File: config.mk
export PLATFORM = sky130hd
export DESIGN_NAME = dmem_access
export DESIGN_NICKNAME = d
export VERILOG_FILES = /design/src/rtl/dmem_access.sv
export SDC_FILE = /design/constraint.sdc
export NUM_CORES = 1
export LEC_CHECK = 0
export CAP_MARGIN = 30
export CORE_ASPECT_RATIO = 0.6
export CORE_MARGIN = 2
export CORE_UTILIZATION = 49
export DETAILED_ROUTE_END_ITERATION = 8
export GPL_ROUTABILITY_DRIVEN = 1
export PLACE_DENSITY = 0.87
export SYNTH_ARGS = -nofsm -noshare
export SYNTH_HDL_FRONTEND = slang
export SYNTH_SLANG_ARGS = --single-unit
File: constraint.sdc
create_clock -name clk -period 13 [get_ports clk]
set_clock_uncertainty 0.05 [all_clocks]
set_input_delay 2.6 -clock clk [delete_from_list [all_inputs] [get_ports clk]]
set_output_delay 2.6 -clock clk [all_outputs]
set_load 0.02 [all_outputs]
File: src/rtl/dmem_access.sv
// dmem_access: single-outstanding load/store engine between the LSU and a
// 64-bit word-addressed data-memory bus. Checks alignment, lane-shifts store
// data, and extracts/extends load data for the pipeline response.
module dmem_access (
    input  logic        clk,
    input  logic        rst,
    input  logic        req_valid,
    output logic        req_ready,
    input  logic        req_store,
    input  logic [63:0] req_addr,
    input  logic [63:0] req_wdata,
    input  logic [1:0]  req_size,
    input  logic        req_unsigned,
    output logic        rsp_valid,
    output logic [63:0] rsp_data,
    output logic        rsp_fault,
    output logic        mem_req,
    output logic        mem_we,
    output logic [63:0] mem_addr,
    output logic [63:0] mem_wdata,
    output logic [7:0]  mem_wstrb,
    input  logic        mem_gnt,
    input  logic        mem_rvalid,
    input  logic [63:0] mem_rdata
);

    localparam logic [1:0] S_IDLE = 2'd0;
    localparam logic [1:0] S_REQ  = 2'd1;
    localparam logic [1:0] S_WAIT = 2'd2;
    localparam logic [1:0] S_RESP = 2'd3;

    logic [1:0]  state;
    logic        fault_q;
    logic        store_q;
    logic        unsigned_q;
    logic [1:0]  size_q;
    logic [63:0] addr_q;
    logic [63:0] wdata_q;
    logic [63:0] rsp_q;

    logic        accept;
    logic        misaligned;
    logic        capture;

    // Byte-enable pattern for an access of 2^size bytes starting at lane off.
    function automatic logic [7:0] lane_strobe(input logic [1:0] size, input logic [2:0] off);
        logic [7:0] mask;
        case (size)
            2'd0:    mask = 8'h01;
            2'd1:    mask = 8'h03;
            2'd2:    mask = 8'h0F;
            default: mask = 8'hFF;
        endcase
        return mask << off;
    endfunction

    // Shift the addressed lane down, keep 8/16/32/64 bits, then sign- or zero-extend.
    function automatic logic [63:0] load_extract(input logic [63:0] rdata, input logic [2:0] off,
                                                 input logic [1:0] size, input logic uns);
        logic signed [63:0] sh;
        logic [63:0]        res;
        sh = $signed(rdata >> {off, 3'b000});
        case (size)
            2'd0:    res = uns ? {56'd0, sh[7:0]}  : {{56{sh[7]}},  sh[7:0]};
            2'd1:    res = uns ? {48'd0, sh[15:0]} : {{48{sh[15]}}, sh[15:0]};
            2'd2:    res = uns ? {32'd0, sh[31:0]} : {{32{sh[31]}}, sh[31:0]};
            default: res = sh;
        endcase
        return res;
    endfunction

    assign accept = req_valid && (state == S_IDLE);

    // Natural alignment: half needs addr[0]=0, word addr[1:0]=0, dword addr[2:0]=0.
    always_comb begin
        misaligned = 1'b0;
        case (req_size)
            2'd1:    misaligned = req_addr[0];
            2'd2:    misaligned = |req_addr[1:0];
            2'd3:    misaligned = |req_addr[2:0];
            default: misaligned = 1'b0;
        endcase
    end

    // Read data / write ack is only meaningful once the bus has granted us.
    assign capture = mem_rvalid && (((state == S_REQ) && mem_gnt) || (state == S_WAIT));

    // Control FSM; reset abandons any outstanding bus transaction.
    always_ff @(posedge clk or posedge rst) begin
        if (rst) begin
            state   <= S_IDLE;
            fault_q <= 1'b0;
        end else begin
            case (state)
                S_IDLE: if (accept) begin
                    fault_q <= misaligned;
                    state   <= misaligned ? S_RESP : S_REQ;
                end
                S_REQ: if (mem_gnt) begin
                    state <= mem_rvalid ? S_RESP : S_WAIT;
                end
                S_WAIT: if (mem_rvalid) begin
                    state <= S_RESP;
                end
                default: state <= S_IDLE;
            endcase
        end
    end

    // Request fields and response data; outputs are gated by state so these need no reset.
    always_ff @(posedge clk) begin
        if (accept) begin
            store_q    <= req_store;
            unsigned_q <= req_unsigned;
            size_q     <= req_size;
            addr_q     <= req_addr;
            wdata_q    <= req_wdata;
            rsp_q      <= 64'd0;
        end else if (capture) begin
            rsp_q <= store_q ? 64'd0 : load_extract(mem_rdata, addr_q[2:0], size_q, unsigned_q);
        end
    end

    assign req_ready = (state == S_IDLE);
    assign rsp_valid = (state == S_RESP);
    assign rsp_fault = (state == S_RESP) && fault_q;
    assign rsp_data  = (state == S_RESP) ? rsp_q : 64'd0;

    assign mem_req   = (state == S_REQ);
    assign mem_we    = mem_req && store_q;
    assign mem_addr  = mem_req ? {addr_q[63:3], 3'b000} : 64'd0;
    assign mem_wdata = mem_we ? (wdata_q << {addr_q[2:0], 3'b000}) : 64'd0;
    assign mem_wstrb = mem_we ? lane_strobe(size_q, addr_q[2:0]) : 8'd0;

endmodule

==> results of run 1 <==
## worst max-delay path: cells and delay by family, from the launching register on
family        cells  cell delay, ns
buf+inv           4            1.13
fa+ha+maj         1            0.86
flops             1            0.41
simple gates      4            1.54
## cells in the mapped netlist, drive strengths merged
library cell and instances:
nor2b 19, and4 1, a221o 22, a221oi 9
nor4 1, o22ai 1, buf 38, o22a 9
o2111a 1, o211ai 28, o21ai 70, dfxtp 64
a2111oi 1, inv 12, a22oi 9, and2 136
mux2i 83, and3 2, nor3 5, a21oi 42
mux4 7, edfxtp 132, a211oi 4, or2 3
nand2b 6, nand2 110, dfrtp 3, o31ai 24
nand3 3, mux2 62, a222oi 1, a22o 1
a2bb2oi 8, ha 4, o21a 2, o2111ai 1
nand3b 1, clkbuf 51, conb 1, nor2 63
## final timing paths
kind	startpoint	end	slack, ns	cells after the start
min in group asynchronous	rst	state[0]$_DFFE_PP0P_	2.29	2
worst max-delay path	state[1]$_DFFE_PP0P_	mem_wdata[0]	5.95	9
worst min-delay path	rsp_q[58]$_SDFFE_PP0P_	rsp_q[58]$_SDFFE_PP0P_	0.40	2
max in group asynchronous	rst	fault_q$_DFFE_PP0P_	10.47	2
worst min register to register	rsp_q[58]$_SDFFE_PP0P_	rsp_q[58]$_SDFFE_PP0P_	0.40	2
worst max register to register	state[1]$_DFFE_PP0P_	rsp_q[8]$_SDFFE_PP0P_	9.43	7
## state kept, by name, indices dropped and copies added, names as in the netlist
| name | count |
|---|---|
| addr_q | 64 |
| fault_q | 1 |
| rsp_q | 64 |
| size_q | 2 |
| state | 2 |
| store_q | 1 |
| unsigned_q | 1 |
| wdata_q | 64 |
## layout make-up
type                    instances  share of cell area (%)
diodes                          1                  0.0160
clock inverters                14                   0.942
inverters                      12                   0.319
flip-flops and latches        199                    33.9
repair buffers                418                    26.9
clock buffers                  18                    2.74
well taps                     286                    2.28
multi-input cells             742                    32.9
## per-stage QoR
stage	worst slack, ns	power (uW)
finish	5.95	2680
global route	5.51	2800
CTS	5.97	2660
detailed placement	6.48	2120
global placement	6.66	2070
floorplan	5.80	1660
## cells in the final DEF, fill, tap and decap left out, types with 3 or more instances in the layout
master | netlist | layout
inv_1 | 12 | 9
o21ai_0 | 70 | 69
mux2i_1 | 83 | 83
a2bb2oi_1 | 8 | 8
o31ai_1 | 22 | 22
clkinv_2 | 0 | 4
nor3_1 | 4 | 4
nand2_1 | 110 | 110
o22a_1 | 9 | 9
a211oi_1 | 3 | 3
clkbuf_16 | 0 | 17
or2_2 | 3 | 3
a221oi_1 | 9 | 9
a22oi_1 | 9 | 9
a21oi_2 | 7 | 7
buf_4 | 6 | 12
buf_16 | 0 | 3
conb_1 | 1 | 3
a21oi_1 | 35 | 35
nand2b_1 | 6 | 6
and2_1 | 136 | 136
nand3_1 | 3 | 3
edfxtp_1 | 132 | 132
inv_6 | 0 | 5
nor2b_1 | 19 | 19
nor2_1 | 62 | 61
clkdlybuf4s50_1 | 0 | 402
o211ai_1 | 28 | 28
dfrtp_1 | 3 | 3
a221o_1 | 22 | 22
mux4_2 | 7 | 7
mux2_2 | 61 | 61
dfxtp_1 | 64 | 64
## logic make-up (layout without fill, tap and decap cells)
logic type | Yosys count | count (layout) | synth area share (%)
AOI/OAI and AO/OA | 233 | 233 | 14.7
muxes | 152 | 152 | 15.5
and+or+nand+nor | 350 | 350 | 16.3
adders and majority gates | 4 | 4 | 0.458
DFF | 199 | 199 | 48.7
buffers and inverters | 101 | 462 | 4.32
other | 1 | 4 | 0.0343
## per-layer routing
layer	share of wire, %	wire, um	GRT usage (%)	vias to the layer above
li1	-	-	-	4466
met5	0.033	13	0	-
met3	9.7	3800	7.45	82
met4	2.4	937	9.49	2
met1	42	16300	45.8	4784
met2	46	18000	51.3	613
## power by group through the flow
stage | clock, uW | combinational [uW] | sequential, uW
3_3_place_gp | 0 | 1130 | 939
4_1_cts | 542 | 1190 | 933
6_report | 538 | 1200 | 936
2_1_floorplan | 0 | 728 | 931
5_1_grt | 567 | 1280 | 950
3_5_place_dp | 0 | 1180 | 945
==> impl_table.tex, run 1 <==
\begin{tabular}{lr}
\hline
Metric & Value \\
\hline
\multicolumn{2}{l}{\textbf{Route}} \\
Total DRC errors in the routed layout & 0 \\
Overall via count from detail\_route & 9947 \\
Number of DRC markers in iteration 0 & 1295 \\
Routed length per instance & 23.1 um \\
Remaining antenna violation count after routing & 0 \\
Routed via count divided by cell count & 5.89 \\
Post-detailed-routing wire length & 39100 um \\
Drt first pass iters & 6 \\
\multicolumn{2}{l}{\textbf{Final layout}} \\
Post-Layout Cell Count & 1690 \\
Synthesis-to-finish area growth & 43.5\% \\
Finished layout cell area & 0.0157 mm2 \\
Total area of multi-input combinational cells & 0.00515 mm2 \\
Final net count & 1595 \\
Register Area & 0.00532 mm2 \\
Share of layout cells above drive strength 1 & 9.91\% \\
Post-layout utilization of the core & 71.3\% \\
Count of filler cells inserted in the layout & 1617 \\
\multicolumn{2}{l}{\textbf{Synthesis}} \\
Portion of synthesized cell area occupied by the leading cell type & 36.3\% \\
Cell count after synthesis & 1040 \\
Number of register bits inferred by synthesis & 199 \\
Cell area after technology mapping & 0.0109 mm2 \\
Yosys warnings & 0 \\
Avg Inst Size Synth & 10.5 um2 \\
Share of the yosys chip area belonging to registers & 48.7\% \\
Leading cell types by total area after synthesis & edfxtp\_1 36\%, dfxtp\_1 12\%, and2\_1 7.8\%, mux2i\_1 7.6\%, mux2\_2 6.3\% \\
Cell taking the most area after synthesis & edfxtp\_1 \\
Count of cell types in the netlist & 51 \\
\multicolumn{2}{l}{\textbf{Hold path}} \\
Worst min-delay path category & reg2reg \\
\multicolumn{2}{l}{\textbf{GRT}} \\
Sum of overflow across all layers after global routing & 0 \\
Pin count of the biggest net entering global routing & 74 \\
Total routing usage reported by global routing & 32.8\% \\
Wire length of the first global-routing pass & 58300 um \\
Number of antenna violations at the first check in global routing & 2 \\
Vias in the first global route & 9616 \\
\multicolumn{2}{l}{\textbf{Worst setup path}} \\
Data required time at the worst endpoint & 10.35 ns \\
Delay of the slowest critical-path stage & 0.86 ns \\
Crit Path Class & reg2out \\
Nature of the critical path endpoint & output pin \\
Launching element type of the critical path & flop \\
CP max-delay cell & ha\_2 \\
Critical-path cell list & inv\_1 -> ha\_2 -> nand2\_1 -> buf\_4 -> inv\_1 -> nand2\_1 -> nor2\_1 -> and2\_1 -> clkdlybuf4s50\_1 \\
Worst EP arrival & 4.40 ns \\
Worst-path maximum fanout & 66 \\
\multicolumn{2}{l}{\textbf{Timing}} \\
F\_max & 142 MHz \\
Transition time of the tightest slew-check pin & 1.09 ns \\
Final hold violation count & 0 \\
Tmin final & 7.05 ns \\
Fin Hold WS & 0.400 ns \\
Period utilization & 54.3\% \\
Count of endpoints failing setup in the final report & 0 \\
Number of max-slew violations in the final report & 0 \\
Sum of negative setup slack & 0 ns \\
Setup repair after global routing missed its margin & false \\
Relative max-transition margin & 26.6\% \\
\multicolumn{2}{l}{\textbf{Floorplanning}} \\
Width of the die & 197 um \\
Number of placement rows & 42 \\
Number of top-level pins & 406 \\
Floorplan core area & 0.0220 mm2 \\
Chip Height & 120 um \\
Initial Utilization & 49.7\% \\
Floorplan die area & 0.0235 mm2 \\
\multicolumn{2}{l}{\textbf{Power and ir drop}} \\
Peak supply drop & 0.109 mV \\
Internal power contribution & 1660 uW \\
Seq pwr share & 35.0\% \\
Leakage power & 0.00572 uW \\
Switching pwr & 1020 uW \\
PD cells & 171 mW/mm2 \\
Portion of total power attributed to the clock network & 20.1\% \\
Switching share of power & 38.2\% \\
Combinational group share of total power & 44.9\% \\
\multicolumn{2}{l}{\textbf{Run status}} \\
Result of the run & finished, final reports clean \\
\multicolumn{2}{l}{\textbf{Clock network}} \\
Cts repair resizes & 0 \\
Postcts setup bufs & 0 \\
Clock latency on the worst-skew pair & 0.44 ns \\
Number of hold-repair buffers added at the cts stage & 0 \\
Sinks on Clock Net & 199 \\
Max clock buf depth & 2 \\
Clock tree from TritonCTS & done \\
Clock-pin slew reported for the worst setup and hold paths after clock tree synthesis & 0.07 ns \\
Root Buffer & clkbuf\_16 \\
Total clock buffers created by CTS & 17 \\
CTS H-Tree Depth & 4 \\
\multicolumn{2}{l}{\textbf{Place}} \\
Placement-stage cell area & 0.0151 mm2 \\
IO Port Bufs & 402 \\
Routability congestion estimate from global placement & 0.960 \\
Cell count after placement & 1656 \\
Half-perimeter wire length of the detailed placement result & 28700 um \\
\multicolumn{2}{l}{\textbf{Job}} \\
Number of maximum-capacitance violations & 0 \\
\hline
\end{tabular}
Power figures use the tool's default switching activity.
==> inputs of run 2 (changes only) <==
CORE_UTILIZATION = 41   (was 49)
PLACE_DENSITY = 0.78   (was 0.87)
clock period = 6 ns   (was 13 ns; I/O delays follow)
==> run 2 against run 1 <==
Effect of this change: non-clock buffer count grew 4; sequential share of layout area shrank 0.28 points; worst hold slack gained 0.0085 ns; die area grew 19%; clock power grew 120%; first-iteration DRC count shrank 30%; clock-buffer cell count is the same; design area grew 0.84%; setup slack lost 4.6 ns; sequential power grew 120%; critical path type unchanged; largest cell class unchanged.
==> impl_table.tex, run 2 (synthesized netlist as in run 1, its figures left out) <==
\begin{tabular}{lr}
\hline
Metric & Value \\
\hline
\multicolumn{2}{l}{\textbf{Clock network}} \\
Root Buffer & clkbuf\_16 \\
Clock tree from TritonCTS & done \\
Sinks on Clock Net & 199 \\
Clock-pin slew reported for the worst setup and hold paths after clock tree synthesis & 0.07 ns \\
Total clock buffers created by CTS & 17 \\
CTS H-Tree Depth & 4 \\
Postcts setup bufs & 0 \\
Max clock buf depth & 2 \\
Clock latency on the worst-skew pair & 0.45 ns \\
Cts repair resizes & 0 \\
Number of hold-repair buffers added at the cts stage & 0 \\
\multicolumn{2}{l}{\textbf{Route}} \\
Drt first pass iters & 6 \\
Total DRC errors in the routed layout & 0 \\
Overall via count from detail\_route & 9865 \\
Routed length per instance & 23.1 um \\
Remaining antenna violation count after routing & 0 \\
Number of DRC markers in iteration 0 & 904 \\
Post-detailed-routing wire length & 41000 um \\
Routed via count divided by cell count & 5.57 \\
\multicolumn{2}{l}{\textbf{GRT}} \\
GR peak layer & met2 \\
Met2 track demand over resource in global routing & 44.7\% \\
Sum of overflow across all layers after global routing & 0 \\
Pin count of the biggest net entering global routing & 78 \\
Number of antenna violations at the first check in global routing & 5 \\
Vias in the first global route & 9645 \\
Wire length of the first global-routing pass & 60000 um \\
Grt met1 use & 37.6\% \\
Met3 Resource Use GR & 8.38\% \\
Total routing usage reported by global routing & 28.6\% \\
\multicolumn{2}{l}{\textbf{Final layout}} \\
Commonest cells after routing, fill and taps aside & 402 x clkdlybuf4s50\_1, 136 x and2\_1, 132 x edfxtp\_1 \\
Total area of multi-input combinational cells & 0.00515 mm2 \\
Finished layout cell area & 0.0158 mm2 \\
Leading cell type in the layout, fill and taps excluded & clkdlybuf4s50\_1 \\
Synthesis-to-finish area growth & 44.7\% \\
Final net count & 1599 \\
Largest registers & addr\_q: 64 flops, rsp\_q: 64 flops, wdata\_q: 64 flops \\
Count of filler cells inserted in the layout & 2176 \\
Post-layout utilization of the core & 60.1\% \\
Register Area & 0.00532 mm2 \\
Share of layout cells above drive strength 1 & 10.2\% \\
\multicolumn{2}{l}{\textbf{Timing}} \\
Sum of negative setup slack & 0 ns \\
F\_max & 216 MHz \\
Number of max-slew violations in the final report & 0 \\
Period utilization & 77.0\% \\
Tmin final & 4.62 ns \\
Worst-case setup margin in the final layout & 1.38 ns \\
Count of endpoints failing setup in the final report & 0 \\
Relative max-transition margin & 35.5\% \\
Transition time of the tightest slew-check pin & 0.966 ns \\
Final hold violation count & 0 \\
Setup repair after global routing missed its margin & false \\
Fin Hold WS & 0.408 ns \\
\multicolumn{2}{l}{\textbf{Power and ir drop}} \\
Combinational group share of total power & 44.2\% \\
PD cells & 369 mW/mm2 \\
Seq pwr share & 35.1\% \\
Switching pwr & 2260 uW \\
Peak supply drop & 0.239 mV \\
Internal power contribution & 3580 uW \\
Leakage power & 0.00574 uW \\
Portion of total power attributed to the clock network & 20.8\% \\
Switching share of power & 38.6\% \\
\multicolumn{2}{l}{\textbf{Floorplanning}} \\
Floorplan core area & 0.0263 mm2 \\
Floorplan die area & 0.0280 mm2 \\
Number of placement rows & 46 \\
Chip Height & 130 um \\
Initial Utilization & 41.5\% \\
Number of top-level pins & 406 \\
Width of the die & 215 um \\
\multicolumn{2}{l}{\textbf{Hold path}} \\
Hold Path Depth & 2 \\
Worst Hold Endpoint & rsp\_q[61]\$\_SDFFE\_PP0P\_ \\
Worst Hold Launch & rsp\_q[61]\$\_SDFFE\_PP0P\_ \\
Worst min-delay path category & reg2reg \\
\multicolumn{2}{l}{\textbf{Worst setup path}} \\
Worst EP arrival & 3.37 ns \\
Crit Path Class & reg2out \\
Nature of the critical path endpoint & output pin \\
Reg2reg setup slack & 2.88 ns \\
Crit. Startpoint & state[1]\$\_DFFE\_PP0P\_ \\
Launching element type of the critical path & flop \\
Data required time at the worst endpoint & 4.75 ns \\
Worst reg-to-reg path cell count & 7 \\
Worst reg2reg endpoint & rsp\_q[60]\$\_SDFFE\_PP0P\_ \\
Worst-path maximum fanout & 30 \\
R2R Path Start & addr\_q[2]\$\_DFFE\_PP\_ \\
\multicolumn{2}{l}{\textbf{Place}} \\
IO Port Bufs & 402 \\
Half-perimeter wire length of the detailed placement result & 30900 um \\
Placement-stage cell area & 0.0152 mm2 \\
Post-place setup slack & 1.79 ns \\
Routability congestion estimate from global placement & 0.938 \\
\multicolumn{2}{l}{\textbf{Run status}} \\
Result of the run & finished, final reports clean \\
\multicolumn{2}{l}{\textbf{Job}} \\
Number of maximum-capacitance violations & 0 \\
\hline
\end{tabular}
==> run 2: cell count changes in the layout (fill, tap and decap cells not counted), sizes merged <==
cell	previous run	this run
buf	16	20
diode	1	5
clkinvlp	2	1
inv	17	18
==> run 2: metrics by stage <==
step	cells	total power (uW)
4_1_cts	1766	5830
6_report	1772	5840
3_5_place_dp	1734	4610
5_1_grt	1770	6110
3_3_place_gp	1732	4550
2_1_floorplan	1042	3590
==> run 2: metal layers <==
| layer | part of all wire (%) | up-vias |
|---|---|---|
| li1 | - | 4473 |
| met1 | 42 | 4758 |
| met2 | 45 | 550 |
| met3 | 9.6 | 82 |
| met4 | 3.5 | 2 |
| met5 | 0.029 | - |
==> run 2: final cells by class <==
class                      count  share of cell area, %
sequential                   199                   33.7
multi-input combinational    742                   32.6
timing repair buffer         422                   26.6
tap                          360                   2.85
clock buffer                  18                   2.72
clock inverter                14                   1.16
inverter                      12                  0.317
antenna                        5                 0.0792
==> run 2: how the worst max path moves through the flow <==
stage	endpoint	slack, ns	depth (start not counted)
2_1_floorplan	addr_q[0]$_DFFE_PP_	0.20	3
3_3_place_gp	mem_wdata[49]	1.79	6
3_5_place_dp	mem_wdata[49]	1.79	7
4_1_cts	mem_wdata[49]	1.29	7
5_1_grt	mem_wdata[2]	1.21	10
6_report	mem_wdata[2]	1.38	10
==> run 2: critical path: stages, from the launching register on <==
cell             delay (ns)
dfrtp_1                0.40
inv_1                  0.11
ha_2                   0.19
nand2_1                0.05
buf_4                  0.25
inv_1                  0.14
nand2_1                0.06
buf_4                  0.24
nor2_1                 0.56
and2_1                 0.28
clkdlybuf4s50_1        0.64
==> run 2: power groups by stage <==
stage / Clock [uW] / Combinational, uW / Sequential (uW)
finish: 1210 / 2580 / 2050
global route: 1280 / 2760 / 2080
CTS: 1240 / 2550 / 2050
detailed placement: 0 / 2530 / 2080
global placement: 0 / 2480 / 2070
floorplan: 0 / 1580 / 2020
